===== src/rtl/clk_mon_pkg.sv =====
// Shared types and constants for the clk_monitor block.
package clk_mon_pkg;

  typedef enum logic [1:0] {
    IDLE    = 2'd0,
    MEASURE = 2'd1,
    LOCKED  = 2'd2,
    LOST    = 2'd3
  } mon_state_e;

  localparam int SYNC_DEPTH = 2;

  function automatic int streak_w(input int lock_cnt);
    return $clog2(lock_cnt + 1);
  endfunction

endpackage


===== src/rtl/clk_mon_sync.sv =====
// Synchronizes clk_in into the clk domain and emits a one-cycle tick per rising edge.
module clk_mon_sync
  import clk_mon_pkg::*;
(
  input  logic clk,
  input  logic reset,
  input  logic clk_in_i,
  output logic sync_o,
  output logic tick_o
);

  logic [SYNC_DEPTH-1:0] sync_q;
  logic [SYNC_DEPTH:0]   fill_q;
  logic                  prev_q;
  logic                  tick_q;
  logic                  primed;

  // Primed only once the sync chain and prev hold real samples, so a clk_in
  // that is already high at reset release cannot look like a rising edge.
  assign primed = fill_q[SYNC_DEPTH];

  always_ff @(posedge clk or negedge reset) begin
    if (!reset) begin
      sync_q <= '0;
      fill_q <= '0;
      prev_q <= 1'b0;
      tick_q <= 1'b0;
    end else begin
      sync_q <= {sync_q[SYNC_DEPTH-2:0], clk_in_i};
      fill_q <= {fill_q[SYNC_DEPTH-1:0], 1'b1};
      prev_q <= sync_q[SYNC_DEPTH-1];
      tick_q <= primed & sync_q[SYNC_DEPTH-1] & ~prev_q;
    end
  end

  assign sync_o = sync_q[SYNC_DEPTH-1];
  assign tick_o = tick_q;

endmodule


===== src/rtl/clk_monitor.sv =====
// Period/presence monitor for a divided clock: measures period, tracks lock, flags loss.
// Optional duty measurement on high_time is built when CLK_MON_DUTY_EN is defined.
module clk_monitor
  import clk_mon_pkg::*;
#(
  parameter int CNT_W      = 32,
  parameter int EXP_PERIOD = 200,
  parameter int TOL        = 4,
  parameter int LOCK_CNT   = 4,
  parameter int TIMEOUT    = 1024
) (
  input  logic             clk,
  input  logic             reset,
  input  logic             clk_in,
  output logic             tick,
  output logic [CNT_W-1:0] period,
  output logic             period_valid,
  output logic             locked,
  output logic             err,
  output logic             lost,
  output logic [CNT_W-1:0] high_time
);

  localparam int                    SW     = streak_w(LOCK_CNT);
  localparam logic [CNT_W-1:0]      TMO    = CNT_W'(TIMEOUT);
  localparam logic [SW-1:0]         LOCK_N = SW'(LOCK_CNT);
  localparam logic signed [CNT_W:0] EXP_S  = (CNT_W+1)'(EXP_PERIOD);
  localparam logic signed [CNT_W:0] TOL_S  = (CNT_W+1)'(TOL);

  logic                    sync_lvl;
  logic                    tick_w;
  logic [CNT_W-1:0]        cnt_q, cnt_d;
  logic [CNT_W-1:0]        meas;
  logic signed [CNT_W:0]   diff;
  logic                    in_range;
  logic                    timeout;
  mon_state_e              state_q;
  logic [SW-1:0]           streak_q;
  logic [SW-1:0]           streak_inc;
  logic [CNT_W-1:0]        period_q;
  logic                    pv_q, locked_q, err_q, lost_q;

  clk_mon_sync u_sync (
    .clk      (clk),
    .reset    (reset),
    .clk_in_i (clk_in),
    .sync_o   (sync_lvl),
    .tick_o   (tick_w)
  );

  always_comb begin
    meas       = cnt_q + CNT_W'(1);
    diff       = $signed({1'b0, meas}) - EXP_S;
    in_range   = (diff <= TOL_S) && (diff >= -TOL_S);
    timeout    = (cnt_q == TMO);
    streak_inc = streak_q + SW'(1);
    cnt_d      = cnt_q;
    if (tick_w)        cnt_d = '0;
    else if (!timeout) cnt_d = cnt_q + CNT_W'(1);
  end

  always_ff @(posedge clk or negedge reset) begin
    if (!reset) cnt_q <= '0;
    else        cnt_q <= cnt_d;
  end

  // A tick always takes precedence over a coincident timeout.
  always_ff @(posedge clk or negedge reset) begin
    if (!reset) begin
      state_q  <= IDLE;
      streak_q <= '0;
      period_q <= '0;
      pv_q     <= 1'b0;
      locked_q <= 1'b0;
      err_q    <= 1'b0;
      lost_q   <= 1'b0;
    end else begin
      pv_q  <= 1'b0;
      err_q <= 1'b0;
      unique case (state_q)
        IDLE: begin
          if (tick_w) state_q <= MEASURE;
        end
        MEASURE: begin
          if (tick_w) begin
            period_q <= meas;
            pv_q     <= 1'b1;
            if (in_range) begin
              streak_q <= streak_inc;
              if (streak_inc == LOCK_N) begin
                state_q  <= LOCKED;
                locked_q <= 1'b1;
              end
            end else begin
              err_q    <= 1'b1;
              streak_q <= '0;
            end
          end else if (timeout) begin
            lost_q   <= 1'b1;
            locked_q <= 1'b0;
            streak_q <= '0;
            state_q  <= LOST;
          end
        end
        LOCKED: begin
          if (tick_w) begin
            period_q <= meas;
            pv_q     <= 1'b1;
            if (!in_range) begin
              err_q    <= 1'b1;
              locked_q <= 1'b0;
              streak_q <= '0;
              state_q  <= MEASURE;
            end
          end else if (timeout) begin
            lost_q   <= 1'b1;
            locked_q <= 1'b0;
            streak_q <= '0;
            state_q  <= LOST;
          end
        end
        LOST: begin
          if (tick_w) begin
            lost_q  <= 1'b0;
            state_q <= MEASURE;
          end
        end
        default: state_q <= IDLE;
      endcase
    end
  end

`ifdef CLK_MON_DUTY_EN
  logic [CNT_W-1:0] hi_cnt_q, hi_cnt_d, hi_meas, high_q;
  logic             period_upd;

  // The tick cycle itself belongs to the period being closed, like cnt+1.
  always_comb begin
    hi_meas    = hi_cnt_q + CNT_W'(sync_lvl);
    period_upd = tick_w && (state_q == MEASURE || state_q == LOCKED);
    hi_cnt_d   = hi_cnt_q;
    if (tick_w)                 hi_cnt_d = '0;
    else if (hi_cnt_q != TMO)   hi_cnt_d = hi_meas;
  end

  always_ff @(posedge clk or negedge reset) begin
    if (!reset) begin
      hi_cnt_q <= '0;
      high_q   <= '0;
    end else begin
      hi_cnt_q <= hi_cnt_d;
      if (period_upd) high_q <= hi_meas;
    end
  end

  assign high_time = high_q;
`else
  logic duty_unused;
  assign duty_unused = sync_lvl;
  assign high_time   = '0;
`endif

  assign tick         = tick_w;
  assign period       = period_q;
  assign period_valid = pv_q;
  assign locked       = locked_q;
  assign err          = err_q;
  assign lost         = lost_q;

endmodule


===== config.mk =====
export PLATFORM = sky130hd
export DESIGN_NAME = clk_monitor
export DESIGN_NICKNAME = d
export VERILOG_FILES = /design/src/rtl/clk_mon_pkg.sv /design/src/rtl/clk_mon_sync.sv /design/src/rtl/clk_monitor.sv
export SDC_FILE = /design/constraint.sdc
export NUM_CORES = 1
export LEC_CHECK = 0
export ABC_AREA = 1
export BUFFER_PORTS_ARGS = -buffer_cell sky130_fd_sc_hd__buf_2
export CAP_MARGIN = 5
export CORE_ASPECT_RATIO = 1.1
export CORE_UTILIZATION = 40
export CTS_CLUSTER_SIZE = 40
export DETAILED_ROUTE_END_ITERATION = 12
export PLACE_DENSITY = 0.6
export SLEW_MARGIN = 10
export SYNTH_ARGS = -nofsm -noshare
export SYNTH_HDL_FRONTEND = slang
export SYNTH_HIERARCHICAL = 1
export SYNTH_SLANG_ARGS = --single-unit

===== constraint.sdc =====
create_clock -name clk -period 4 [get_ports clk]
set_clock_uncertainty 0.2 [all_clocks]
set_input_delay 0.2 -clock clk [delete_from_list [all_inputs] [get_ports clk]]
set_output_delay 0.2 -clock clk [all_outputs]
set_load 0.1 [all_outputs]

==> impl_metrics.py <==
metrics = {
    "yosys": {
        "netlist_area_um2": 5660,
        "ys.flop_type": "dfrtp_1",
        "synthCells": 843,
        "synth-seq-area-share_pct": 35.3,
        "synth_edf_count": 0,
        "ys_seq_elements": 80,
        "yosysMostFrequentCell": "nand2_1",
        "synth.distinct_cells": 32,
        "synth_common_cells": "269 x nand2_1, 119 x nor2_1, 87 x inv_1",
        "yosys-top-cells-area": "dfrtp_1 35%, nand2_1 18%, nor2_1 7.9%, nand3_1 6.0%, inv_1 5.8%",
        "synth-warning-count": 6,
        "ys_async_sr_fraction_pct": 100,
        "avgSynthCellArea_um2": 6.72,
        "yosysTopAreaCellShare_pct": 35.3,
        "yosys.area.top_type": "dfrtp_1",
    },
    "timing": {
        "drv_slew": 0,
        "worstMarginPinSlew_ns": 1.02,
        "period_needed_ns": 3.31,
        "rsz0062_at_grt": "false",
        "hold_viol": 0,
        "finalSetupViolations": 0,
        "min_period_over_period_pct": 82.8,
        "timing.slew.headroom_pct": 32.1,
        "fmax_mhz": 302,
        "hold_slack_ns": 0.144,
        "finalSetupTns_ns": 0,
    },
    "finish": {
        "drive_above_1_share_pct": 13.8,
        "diodes": 0,
        "fin_area_um2": 6320,
        "syn_to_final_growth_pct": 11.6,
        "finalNetCount": 900,
    },
    "power_and_ir_drop": {
        "p_total_mw": 2.85,
        "p_leak_nw": 3.49,
        "power_density_nw_per_um2": 451,
        "peakVddDrop_uv": 658,
    },
    "hold_path": {
        "min_to": "u_sync/sync_q[1]",
        "hold_start": "u_sync/sync_q[0]",
        "hold-path-cell-count": 0,
        "min_path_type": "flip-flop to flip-flop",
    },
    "clock_network": {
        "postCtsSetupBuffers": 0,
        "cts.sinks": 80,
        "clk_pin_slew_worst_paths_ns": 0.07,
        "cts_buffers": 9,
        "cts_tree": "yes",
        "cts.path.max_buffers": 2,
        "htree_levels": 3,
        "clock_latency_ns": 0.35,
        "clock-root-buffer": "clkbuf_16",
    },
    "critical_path": {
        "crit_slowest_cell": "dfrtp_1",
        "critical_path_class": "flip-flop to flip-flop",
        "path_cells": "ha_1, nand3_1, xor2_1, inv_1, ha_1, nand2_2, nand2_2, nand2_2, nor2_4, nand2_2, nor2_2, nand3_1, nand2_1, nand2_1, nor2_1, nand3_2, nand2_4, nand2_4, nand2_1, nand2_1, o21ai_2",
        "cp_num_buf_inv": 1,
        "rrSetupSlack_ns": 0.69,
        "r2r-end": "streak_q[2]",
        "crit_path_max_incr_delay_ns": 0.43,
        "worstPathRequired_ns": 4.08,
        "crit_family": "simple AND/OR/NAND/NOR gates",
        "crit_arrival_ns": 3.39,
        "rr_worst_depth": 21,
        "critPathMaxFanout": 8,
        "startpoint_type": "flip-flop",
        "timing.rr.start": "cnt_q[0]",
        "end_kind": "flip-flop",
    },
    "floorplanning": {
        "io-pin-count": 72,
        "num_rows": 45,
        "core_area_um2": 13800,
        "die_x_um": 115,
        "initial_core_util_pct": 41.1,
        "die_height_um": 127,
        "dieArea_um2": 14600,
    },
    "run": {
        "drv_cap": 0,
    },
    "placed_design": {
        "hpwl_um": 11800,
        "place.port_buffers": 39,
        "routabilityCongestion": 0.901,
        "dpl_cell_area_um2": 5950,
    },
    "drt": {
        "detail-route-antenna-nets": 0,
        "routedWlPerCell_um": 14.2,
        "first_pass_iters": 8,
        "drcViolationCount": 0,
        "drt_iter0_markers": 353,
        "via_per_inst": 4.89,
        "drt_wl_total_um": 15300,
        "vias": 5273,
    },
    "status": {
        "outcome": "finished, final reports clean",
    },
    "grt": {
        "use_met3_pct": 3.49,
        "grt_use_met1_pct": 30.2,
        "grt_max_degree": 81,
        "grtUsageTotal_pct": 22.9,
        "grt_overflow_total": 0,
        "grt_first_pass_wirelength_um": 25500,
        "busiest_layer": "met2",
        "grt_pass1_vias": 5079,
        "antenna_found_initial": 0,
        "use_met2_pct": 36.2,
    },
}
## layer usage
layer | up-vias | wire, um | share of wire [%]
met1 | 2418 | 6920 | 45
met3 | 40 | 750 | 4.9
met4 | 0 | 614 | 4.0
met2 | 146 | 7020 | 46
li1 | 2669 | - | -
met5 | - | 0 | 0
## worst reg2reg max path, cell delays in order (launching register included)
cell	delay [ns]
dfrtp_1	0.43
ha_1	0.23
nand3_1	0.15
xor2_1	0.18
inv_1	0.22
ha_1	0.23
nand2_2	0.08
nand2_2	0.11
nand2_2	0.09
nor2_4	0.17
nand2_2	0.10
nor2_2	0.16
nand3_1	0.09
nand2_1	0.11
nand2_1	0.06
nor2_1	0.13
nand3_2	0.13
nand2_4	0.11
nand2_4	0.08
nand2_1	0.09
nand2_1	0.07
o21ai_2	0.05
## where the power goes
group          internal (mW)  leakage (nW)  switching [mW]  total [mW]
sequential             0.878          1.08          0.0609       0.939
combinational          0.190          2.23           0.731       0.921
clock                  0.619         0.169           0.371       0.991
## kinds of logic (layout without fill, tap and decap cells)
family          Yosys count  in the layout  synth area share, %
simple gates            554            554                 44.8
buf+inv                 133            149                 10.9
other cells               2             33                0.133
xor+xnor                  7              7                 1.08
flops                    80             80                 35.3
compound gates           55             55                 5.10
fa+ha+maj                12             12                 2.65
## flip-flops by register name (all words and copies together) (netlist names), 2 cells and up
register       count
cnt_q             32
u_sync/fill_q      3
streak_q           3
period            32
u_sync/sync_q      2
state_q            2
## cell type report
type | count | area, um^2
Multi-Input combinational cell | 661 | 3160
Clock buffer | 9 | 225
Tap cell | 188 | 235
Inverter | 90 | 338
Fill cell | 1478 | 7480
Timing Repair Buffer | 43 | 233
Sequential cell | 80 | 2000
Clock inverter | 7 | 126
## layout by cell type, fill, tap and decap left out, types with 2 or more instances in the layout
cell           count
nand2_1          269
nand3b_1           4
dlygate4sd3_1      2
buf_4              3
dfrtp_1           80
o21ai_0           45
xor2_1             6
ha_1              12
nand3_1           68
nor2_1           119
conb_1            33
nand2_4            4
clkbuf_16          9
inv_2              3
nor4_1             6
nand2_2           23
nor2_2            15
inv_6              2
nor2_8             2
buf_2             38
nor3_1             4
nor2_4            11
inv_1             86
o21ai_1            3
a21oi_1            2
nand3_2            6
nand4_1           21
bufinv_16          3
## worst max-delay path by stage
stage	startpoint	end	slack [ns]	depth (start not counted)
floorplan	cnt_q[0]	locked	1.15	20
CTS	cnt_q[0]	streak_q[2]	0.70	21
global placement	cnt_q[0]	state_q[1]	0.73	22
global route	cnt_q[0]	state_q[1]	0.33	20
finish	cnt_q[0]	streak_q[2]	0.69	21
detailed placement	cnt_q[0]	state_q[1]	0.72	20
## per-stage QoR
step | util (%) | instances | setup WS, ns
after CTS | 45.8 | 1078 | 0.701
after global placement | 43.1 | 1060 | 0.730
after detailed placement | 43.1 | 1060 | 0.723
after global routing | 45.8 | 1078 | 0.331
after floorplan | - | 874 | 1.15
final | 45.8 | 1078 | 0.688
## timing repair
item	in CTS	in global routing
resized for setup	0	0
hold endpoints to repair	81	0
hold buffers	2	0
(Power assumes the default switching activity.)
